$ cat src/rtl/slow_clock_pkg.sv
// Shared types and defaults for the slow-clock controller and its period counter.
package slow_clock_pkg;

  localparam int CNT_W_DEF   = 20;
  localparam int BURST_W_DEF = 16;

  localparam logic [CNT_W_DEF-1:0] DEF_PERIOD = 20'd49999;

  typedef enum logic [1:0] {
    IDLE     = 2'd0,
    RUN      = 2'd1,
    STOPPING = 2'd2
  } state_e;

  typedef struct packed {
    logic [CNT_W_DEF-1:0]   period;
    logic [BURST_W_DEF-1:0] burst;
  } cfg_t;

endpackage

$ cat src/rtl/slow_clock_ctrl_period_counter.sv
// Loadable wrap counter: counts 0..period and restarts; clr forces zero.
module period_counter #(
  parameter int CNT_W = 20
) (
  input  logic             fastclock,
  input  logic             reset,
  input  logic             en_i,
  input  logic             clr_i,
  input  logic [CNT_W-1:0] period_i,
  output logic [CNT_W-1:0] count_o,
  output logic             wrap_o
);

  logic [CNT_W-1:0] count_q;
  logic [CNT_W-1:0] count_d;

  assign wrap_o  = (count_q == period_i);
  assign count_o = count_q;

  always_comb begin
    count_d = count_q;
    if (clr_i)     count_d = '0;
    else if (en_i) count_d = wrap_o ? '0 : count_q + CNT_W'(1);
  end

  always_ff @(posedge fastclock or posedge reset) begin
    if (reset) count_q <= '0;
    else       count_q <= count_d;
  end

endmodule

$ cat src/rtl/slow_clock_ctrl.sv
// Run/stop/burst controller around a period counter, with a one-deep config slot
// that is applied immediately in IDLE and only on a period wrap while running.
module slow_clock_ctrl
  import slow_clock_pkg::*;
#(
  parameter int               CNT_W          = CNT_W_DEF,
  parameter int               BURST_W        = BURST_W_DEF,
  parameter logic [CNT_W-1:0] DEFAULT_PERIOD = CNT_W'(DEF_PERIOD)
) (
  input  logic               fastclock,
  input  logic               reset,
  // cfg handshake: a transfer happens on any edge where cfg_valid && cfg_ready;
  // cfg_valid may be raised or dropped freely, cfg_ready never depends on it.
  input  logic               cfg_valid,
  output logic               cfg_ready,
  input  logic [CNT_W-1:0]   cfg_period,
  input  logic [BURST_W-1:0] cfg_burst,
  input  logic               start,
  input  logic               stop,
  output logic               tick,
  output logic               slowclock,
  output logic               running,
  output logic               done,
  output logic [1:0]         state_dbg
);

  state_e             state_q;
  logic [CNT_W-1:0]   p_q;
  logic [BURST_W-1:0] b_q;
  logic [CNT_W-1:0]   pend_period_q;
  logic [BURST_W-1:0] pend_burst_q;
  logic               pend_valid_q;
  logic [BURST_W-1:0] remaining_q;
  logic               done_q;

  logic [CNT_W-1:0]   count;
  logic               wrap;
  logic               xfer;
  logic [CNT_W-1:0]   cfg_period_d;

  period_counter #(.CNT_W(CNT_W)) u_period_counter (
    .fastclock (fastclock),
    .reset     (reset),
    .en_i      (running),
    .clr_i     (state_q == IDLE),
    .period_i  (p_q),
    .count_o   (count),
    .wrap_o    (wrap)
  );

  assign running      = (state_q != IDLE);
  assign tick         = running && wrap;
  assign slowclock    = running && (count <= (p_q >> 1));
  assign cfg_ready    = !pend_valid_q;
  assign done         = done_q;
  assign state_dbg    = state_q;
  assign xfer         = cfg_valid && cfg_ready;
  assign cfg_period_d = (cfg_period == '0) ? CNT_W'(1) : cfg_period;

  always_ff @(posedge fastclock or posedge reset) begin
    if (reset) begin
      state_q       <= IDLE;
      p_q           <= DEFAULT_PERIOD;
      b_q           <= '0;
      pend_period_q <= '0;
      pend_burst_q  <= '0;
      pend_valid_q  <= 1'b0;
      remaining_q   <= '0;
      done_q        <= 1'b0;
    end else begin
      done_q <= 1'b0;

      if (xfer) begin
        pend_period_q <= cfg_period_d;
        pend_burst_q  <= cfg_burst;
        pend_valid_q  <= 1'b1;
      end

      // Swapping P only at the wrap keeps every slowclock phase whole.
      if (pend_valid_q && (state_q == IDLE || tick)) begin
        p_q          <= pend_period_q;
        b_q          <= pend_burst_q;
        pend_valid_q <= 1'b0;
      end

      case (state_q)
        IDLE: begin
          if (start) begin
            state_q     <= RUN;
            remaining_q <= b_q;
          end
        end
        RUN, STOPPING: begin
          if (tick) begin
            // remaining is zero for continuous runs and is then left alone.
            if (remaining_q != '0) remaining_q <= remaining_q - BURST_W'(1);
            if (remaining_q == BURST_W'(1)) begin
              state_q <= IDLE;
              done_q  <= 1'b1;
            end else if (stop || state_q == STOPPING) begin
              state_q <= IDLE;
            end
          end else if (stop && state_q == RUN) begin
            state_q <= STOPPING;
          end
        end
        default: state_q <= IDLE;
      endcase
    end
  end

endmodule

$ cat config.mk
export PLATFORM = sky130hd
export DESIGN_NAME = slow_clock_ctrl
export DESIGN_NICKNAME = d
export VERILOG_FILES = /design/src/rtl/slow_clock_pkg.sv /design/src/rtl/slow_clock_ctrl_period_counter.sv /design/src/rtl/slow_clock_ctrl.sv
export SDC_FILE = /design/constraint.sdc
export NUM_CORES = 1
export LEC_CHECK = 0
export ABC_AREA = 1
export CORE_MARGIN = 1
export CORE_UTILIZATION = 60
export CTS_BUF_LIST = sky130_fd_sc_hd__clkbuf_8
export DETAILED_ROUTE_END_ITERATION = 12
export PLACE_DENSITY = 0.82
export SLEW_MARGIN = 15
export SYNTH_ARGS = -nofsm -noshare
export SYNTH_HDL_FRONTEND = slang
export SYNTH_SLANG_ARGS = --single-unit
$ cat constraint.sdc
create_clock -name fastclock -period 4.9 [get_ports fastclock]
set_input_delay 0.735 -clock fastclock [delete_from_list [all_inputs] [get_ports fastclock]]
set_output_delay 0.735 -clock fastclock [all_outputs]
set_load 0.005 [all_outputs]
# Yosys cells after proc, flatten, opt, wreduce, memory -nomap -nowiden
# Cells that the tools add are included.
# word_totals
ram_bits	0
memories	0
mem_bits_ro	0
latchBits	0
register_bits	112
# op_classes
reduce_logical	18
div	0
mul	0
shift	0
n_addsub	2
magnitude_cmp	1
eq_ne	9
muxes	19
n_bitwise	0
# op_table
cell	n
2-to-1 mux 20 bit	4
2-to-1 mux 16 bit	3
case mux 16 bit (2 select lines)	1
adder 20 x 1 -> 20 bit (second input constant)	1
equality test 20 bit	1
<= comparator 20 x 19 -> 1 bit	1
zero test 20 bit	1
equality test 16 x 1 -> 1 bit (second input constant)	1
nonzero test 16 bit	1
subtractor 16 x 1 -> 16 bit (second input constant)	1
2-to-1 mux 2 bit	5
nonzero test 2 bit	4
!= test 2 bit (second input constant)	3
logical AND 1 bit	5
2-to-1 mux 1 bit	5
!= test 4 bit (second input constant)	1
case mux 2 bit (2 select lines)	1
AND reduction 4 bit	1
!= test 3 bit (second input constant)	1
AND reduction 3 bit	1
equality test 2 x 1 -> 1 bit (second input constant)	1
equality test 2 bit (second input constant)	1
zero test 2 bit	1
logical OR 1 bit	2
other kinds (2)	2

# Depth between registers and ports, before layout
# Gate-level depths: netlist (run 1).
# logic_depth
ltp_word	6
mapped_depth	15

# Hierarchy
# Synthesis (run 1) repeated with hierarchy kept, for this count alone.
# unflattened
hier_cells	866
area_unflattened_um2	6408.6
# by_module_without_submodules
mod	area_each_um2	cells_per_inst	n_inst
slow_clock_ctrl	4794.6	620	1
period_counter	1614.0	246	1

# Least setup slack after synthesis (run 1)
# Ideal clock, no wire load.
# synth_timing
path_type	register -> output
from	reg p_q[14]
to	out slowclock
required_ps	4165
slack_ps	2567
n_path_buf	0
path_stages_with_launch	8
arrival_time_ps	1598
path_cell_list	dfstp_2 > inv_1 > ha_1 > nand4_1 > nor2_1 > nor4b_1 > nand3_1 > a21oi_1
# synth_via
elab_chain_cells	2
# synth_rtl
element	line	text
from (decl)	slow_clock_ctrl.sv:28	logic [CNT_W-1:0] p_q;
from (signal assigned)	slow_clock_ctrl.sv:81	p_q <= pend_period_q;
<= comparator 20 x 19 -> 1 bit	slow_clock_ctrl.sv:53	assign slowclock = running && (count <= (p_q >> 1));
logical AND 1 bit	slow_clock_ctrl.sv:53	
to (decl)	slow_clock_ctrl.sv:21	output logic slowclock,
# Every way passes these cells.

# Final worst setup path (run 1)
# Same ends and word-level chain as after synthesis.

==> impl_metrics.csv, run 1 <==
group,metric,value,unit
cells_and_area,n_antenna_cell,0,
timing,worst_slew_pin_slew,1.01,ns
worst_setup_path,crit_type,"reg2out",
die,die_area,10800,µm²
logic_synthesis,synth-edff-count,0,
logic_synthesis,synthTopCellsByCount,"nand2_1 (265), dfrtp_1 (103), inv_1 (80)",
detailed_routing,wl_per_cell,14.3,µm
pwr,total_power,4.04,mW
timing,fmax,0.274,GHz
logic_synthesis,async_reset_ff_share,100,%
timing,hold_viol,0,
logic_synthesis,ys_top_cells_by_area,"dfrtp_1 (41%), nand2_1 (16%), ha_1 (5.4%), inv_1 (4.8%), nor2_1 (3.9%)",
timing,slew_headroom,32.0,%
logic_synthesis,yosysMostFrequentCell,"nand2_1",
logic_synthesis,postSynthCellCount,784,
timing,rsz0062_at_grt,"no",
job,cap_violations,0,
logic_synthesis,avgSynthCellArea,7.95,µm²
cts,cts_sinks,112,
cells_and_area,nets,887,
global_routing,grt_first_pass_wirelength,23.7,mm
cts,clkTransAtPathRegs,0.11,ns
worst_setup_path,crit_fanout,3,
cts,insertion_delay,0.40,ns
timing,fin_skew,0.0124,ns
worst_setup_path,cp-end-kind,"output port",
detailed_routing,final_antenna_net_count,0,
cts,cts_buffers,9,
detailed_routing,dr.first_iter.drc_count,547,
detailed_routing,viasPerCell,5.39,
detailed_routing,drcViolationCount,0,
detailed_routing,drtPass1Iterations,6,
detailed_routing,routed_wirelength,13.7,mm
hold_path,hp-class,"reg2reg",
worst_setup_path,required,4.16,ns
timing,slew_violations,0,
cts,post-cts-setup-buffer-count,0,
logic_synthesis,synth.ff_latch_count,112,
place,place_hpwl,9.91,mm
logic_synthesis,netlist_area,6230,µm²
cells_and_area,drive_gt1_share,9.22,%
die,pin_count,48,
worst_setup_path,r2r_slack,2.16,ns
place,gp_congestion,0.993,
global_routing,overflow,0,
detailed_routing,vias,5154,
worst_setup_path,arrival,2.91,ns
pwr,power.leakage,3.42,nW
logic_synthesis,synth_ff_type,"dfrtp_1",
place,numPortBuffers,47,
logic_synthesis,synth.distinct_cells,44,
logic_synthesis,synth_nets,852,
logic_synthesis,synth_warnings,0,
cells_and_area,area_growth,11.5,%
die,fp.coreArea,9910,µm²
pwr,p_per_area,581,nW/µm²
logic_synthesis,yosysTopAreaCell,"dfrtp_1",
global_routing,grt_max_degree,92,
cts,ctsResizeCount,0,
die,die_x,104,µm
global_routing,grtUsageTotal,27.4,%
cts,cts_htree_levels,3,
global_routing,antenna_found_initial,0,
die,rows,36,
logic_synthesis,synth_top_area_share,41.4,%
status,status,"complete, no violations",
cts,root_buffer,"clkbuf_8",
cts,cts_tree,"yes",
timing,finalCriticalPeriod,3.65,ns
timing,setup_viol,0,
pwr,ir_drop,0.354,mV
timing,hold-worst-slack,0.489,ns
cts,cts_max_path_buffers,2,
cts,postCtsHoldBufs,0,
place,placed_cells,941,
global_routing,first_global_vias,5041,
timing,fin_setup_tns,0,ns
die,die_y,104,µm
worst_setup_path,startpoint_type,"flop",
timing,fin_crit_sh,74.5,%
cells_and_area,instances_no_fill,957,
die,initial_core_util,62.9,%
logic_synthesis,ys_seq_area_share,45.2,%
## cell families (layout without fill, tap and decap cells)
family	Yosys count	after routing	synth area share (%)
fa+ha+maj	27	27	5.42
xor+xnor	25	25	3.51
flops	112	112	45.2
simple gates	412	412	28.4
buf+inv	115	155	8.57
compound gates	93	93	8.95
## layer usage
layer,vias to the layer above,global-route usage (%),wire (µm)
li1,2558,-,-
met1,2405,38.3,6190
met2,173,43.1,6390
met3,18,6.70,898
met4,0,7.04,181
met5,-,0,0
## layout make-up
class / instances / area, µm²
inverter: 90 / 355
sequential: 112 / 2810
tap: 133 / 166
timing repair buffer: 49 / 485
clock inverter: 7 / 118
multi-input combinational: 557 / 2880
fill: 793 / 2960
clock buffer: 9 / 124
## where the power goes
group	internal [mW]	leakage, nW	switching, mW	total (mW)
Combinational	0.634	1.89	1.21	1.84
Sequential	1.30	1.41	0.251	1.56
Clock	0.299	0.116	0.344	0.643
Total	2.24	3.42	1.80	4.04
## metrics by stage
step / instance area [µm²] / setup slack, ns / util, %
after floorplan: 6230 / 1.22 / -
after global placement: 6700 / 1.82 / 67.6
after detailed placement: 6700 / 1.79 / 67.6
after CTS: 6940 / 1.31 / 70.1
after global routing: 6950 / 1.01 / 70.1
final: 6950 / 1.25 / 70.1
## state kept, by name, indices dropped and copies added (netlist names)
| signal | cells |
|---|---|
| done | 1 |
| remaining_q | 16 |
| u_period_counter.count_o | 20 |
| p_q | 20 |
| b_q | 16 |
| pend_period_q | 20 |
| state_dbg | 2 |
| pend_valid_q | 1 |
| pend_burst_q | 16 |
## cells in the final DEF, fill, tap and decap left out, types with 3 or more instances in the layout
| cell | n |
|---|---|
| nor2_2 | 5 |
| xor2_1 | 16 |
| dfstp_2 | 9 |
| nor3b_1 | 5 |
| nor2_1 | 64 |
| or2_2 | 5 |
| o21ai_2 | 16 |
| nor3_2 | 3 |
| a21oi_1 | 14 |
| xnor2_1 | 9 |
| nand2_1 | 265 |
| clkinv_8 | 3 |
| inv_1 | 79 |
| inv_2 | 7 |
| ha_1 | 27 |
| clkbuf_8 | 9 |
| clkdlybuf4s50_1 | 47 |
| o21ai_0 | 33 |
| o21ai_1 | 23 |
| nand2_4 | 3 |
| nor3_1 | 7 |
| nor4_1 | 4 |
| nand3_1 | 27 |
| nand4_1 | 14 |
| dfrtp_1 | 103 |
## final timing paths
check	end	from	cells past startpoint
setup / recovery	slowclock	p_q[14]$_DFFE_PP1P_	8
hold / removal	pend_burst_q[1]$_DFFE_PP0P_	pend_burst_q[1]$_DFFE_PP0P_	2
setup reg to reg	remaining_q[12]$_DFFE_PP0P_	state_dbg[1]$_DFFE_PP0P_	7
hold reg to reg	pend_burst_q[1]$_DFFE_PP0P_	pend_burst_q[1]$_DFFE_PP0P_	2
max in group asynchronous	remaining_q[4]$_DFFE_PP0P_	reset	3
min in group asynchronous	pend_burst_q[0]$_DFFE_PP0P_	reset	2
## worst max-delay path, stage by stage, from the launching register on
cell	delay, ns
dfstp_2	0.56
inv_1	0.08
ha_1	0.31
nand4_1	0.10
nor2_1	0.17
nor4b_1	0.39
nand3_1	0.13
a21oi_1	0.24
clkdlybuf4s50_1	0.54
(Power assumes the default switching activity.)
==> run 2: changes to the inputs <==
CORE_UTILIZATION = 55   (was 60)
PLACE_DENSITY = 0.79   (was 0.82)
clock period = 3.11 ns   (was 4.9 ns; I/O delays follow)
==> impl_metrics.csv, run 2 (same netlist as run 1, synthesis figures left out) <==
group,metric,value,unit
status,status,"complete, no violations",
die,die_area,11800,µm²
detailed_routing,viasPerCell,5.23,
cells_and_area,n_antenna_cell,0,
cells_and_area,layout.cells.most_common,"nand2_1",
worst_setup_path,arrival,2.41,ns
die,pin_count,48,
cells_and_area,fill_cells,942,
die,fp.coreArea,10900,µm²
detailed_routing,routed_wirelength,13.0,mm
timing,finalCriticalPeriod,2.87,ns
detailed_routing,drcViolationCount,0,
detailed_routing,final_antenna_net_count,0,
pwr,ir_drop,0.579,mV
cells_and_area,seq_area,2810,µm²
die,rows,38,
timing,fin_skew,0.0122,ns
pwr,power.leakage,3.45,nW
cts,insertion_delay,0.38,ns
pwr,p_sw_share,44.7,%
global_routing,antenna_found_initial,0,
timing,fmax,0.348,GHz
global_routing,overflow,0,
cts,clkTransAtPathRegs,0.11,ns
cts,cts_max_path_buffers,2,
worst_setup_path,crit_fanout,3,
cells_and_area,fin_util,64.0,%
pwr,p_int,3.48,mW
worst_setup_path,cp_top_family,"simple AND/OR/NAND/NOR gates",
global_routing,grt_first_pass_wirelength,22.3,mm
timing,rsz0062_at_grt,"no",
timing,worst_slew_pin_slew,0.578,ns
worst_setup_path,cp_slowest_stage_delay,0.55,ns
detailed_routing,dr.first_iter.drc_count,328,
detailed_routing,drtPass1Iterations,5,
die,die_y,108,µm
timing,fin_setup_tns,0,ns
global_routing,first_global_vias,4800,
timing,fin_crit_sh,92.4,%
worst_setup_path,startpoint_type,"flop",
cells_and_area,drive_gt1_share,10.1,%
worst_setup_path,cp_cell_sequence,"inv_1 -> ha_1 -> nand4_1 -> nor2_2 -> nor4b_4 -> buf_4 -> nand2_1 -> nand3_1 -> a21oi_2 -> dlymetal6s2s_1",
place,numPortBuffers,47,
worst_setup_path,worst_path_max_delay_cell,"dfstp_2",
cells_and_area,final_cell_mix,"nand2_1 (265), dfrtp_1 (103), inv_1 (79), nor2_1 (62), clkdlybuf4s50_1 (46)",
worst_setup_path,critPathBufInv,3,
pwr,clockPowerShare,14.7,%
cts,cts_tree,"yes",
die,die_x,108,µm
timing,slew_violations,0,
cts,cts_htree_levels,3,
worst_setup_path,required,2.64,ns
worst_setup_path,cp-end-kind,"output port",
cells_and_area,area_growth,12.2,%
cells_and_area,multiInputGateArea,2910,µm²
cts,root_buffer,"clkbuf_8",
place,gp_congestion,0.927,
cells_and_area,nets,891,
pwr,pwr-share-seq,38.7,%
timing,hold_viol,0,
cts,cts_sinks,112,
pwr,p_sw,2.81,mW
timing,slew_headroom,61.5,%
die,initial_core_util,57.0,%
job,cap_violations,0,
pwr,p_comb_share,46.6,%
timing,setup_viol,0,
global_routing,grt_max_degree,113,
place,place_hpwl,9.41,mm
hold_path,hp-class,"reg2reg",
detailed_routing,vias,5060,
global_routing,grtUsageTotal,24.2,%
pwr,p_per_area,899,nW/µm²
cts,cts_buffers,9,
worst_setup_path,crit_type,"reg2out",
detailed_routing,wl_per_cell,13.5,µm
[run 2: through the flow]
step	worst slack (ns)	hold slack, ns	instances	instance area [µm²]	power (mW)
2_1_floorplan	1.05	0.442	784	6240	4.77
3_3_place_gp	0.275	0.457	951	6750	5.22
3_5_place_dp	0.273	0.459	951	6750	5.34
4_1_cts	0.0153	0.487	967	6980	6.29
5_1_grt	0.150	0.508	968	6990	6.85
6_report	0.237	0.484	968	6990	6.29
[run 2: area by class of cell]
type | instances | share of cell area, %
multi-input cells | 557 | 41.6
clock inverters | 7 | 1.27
repair buffers | 53 | 7.58
flip-flops and latches | 112 | 40.2
inverters | 90 | 5.06
well taps | 140 | 2.50
clock buffers | 9 | 1.77
[run 2: worst min-delay path, cell delays in order (launching register included)]
cell	delay (ns)
dfrtp_1	0.36
nand2_1	0.05
nand2_1	0.05
[run 2: final timing paths]
check / endpoint / cells past startpoint / start / slack (ns)
max: slowclock / 10 / p_q[14]$_DFFE_PP1P_ / 0.24
min: pend_burst_q[3]$_DFFE_PP0P_ / 2 / pend_burst_q[3]$_DFFE_PP0P_ / 0.48
max reg2reg: p_q[5]$_DFFE_PP0P_ / 11 / u_period_counter.count_o[15]$_DFF_PP0_ / 0.77
min reg2reg: pend_burst_q[3]$_DFFE_PP0P_ / 2 / pend_burst_q[3]$_DFFE_PP0P_ / 0.48
max in group asynchronous: remaining_q[11]$_DFFE_PP0P_ / 3 / reset / 2.09
min in group asynchronous: pend_burst_q[5]$_DFFE_PP0P_ / 3 / reset / 0.60
[run 2: layer usage]
| layer | global-route usage [%] | wire (µm) | up-vias |
|---|---|---|---|
| met5 | 0 | 0 | - |
| met4 | 7.43 | 160 | 0 |
| li1 | - | - | 2560 |
| met3 | 3.50 | 528 | 12 |
| met1 | 36.4 | 6500 | 2381 |
| met2 | 36.0 | 5840 | 107 |
[run 2: what timing repair did]
action / in CTS / in global routing
setup endpoints to repair: 1 / 1
resized for setup: 4 / 1
pin swaps: 0 / 2
hold buffers: 0 / 0
buffers inserted: 0 / 1
[run 2: power by group through the flow]
stage | clock network [mW] | logic (mW) | registers (mW)
2_1_floorplan | 0 | 2.40 | 2.36
3_3_place_gp | 0 | 2.80 | 2.43
3_5_place_dp | 0 | 2.88 | 2.46
4_1_cts | 0.941 | 2.92 | 2.43
5_1_grt | 0.994 | 3.35 | 2.50
6_report | 0.923 | 2.93 | 2.44
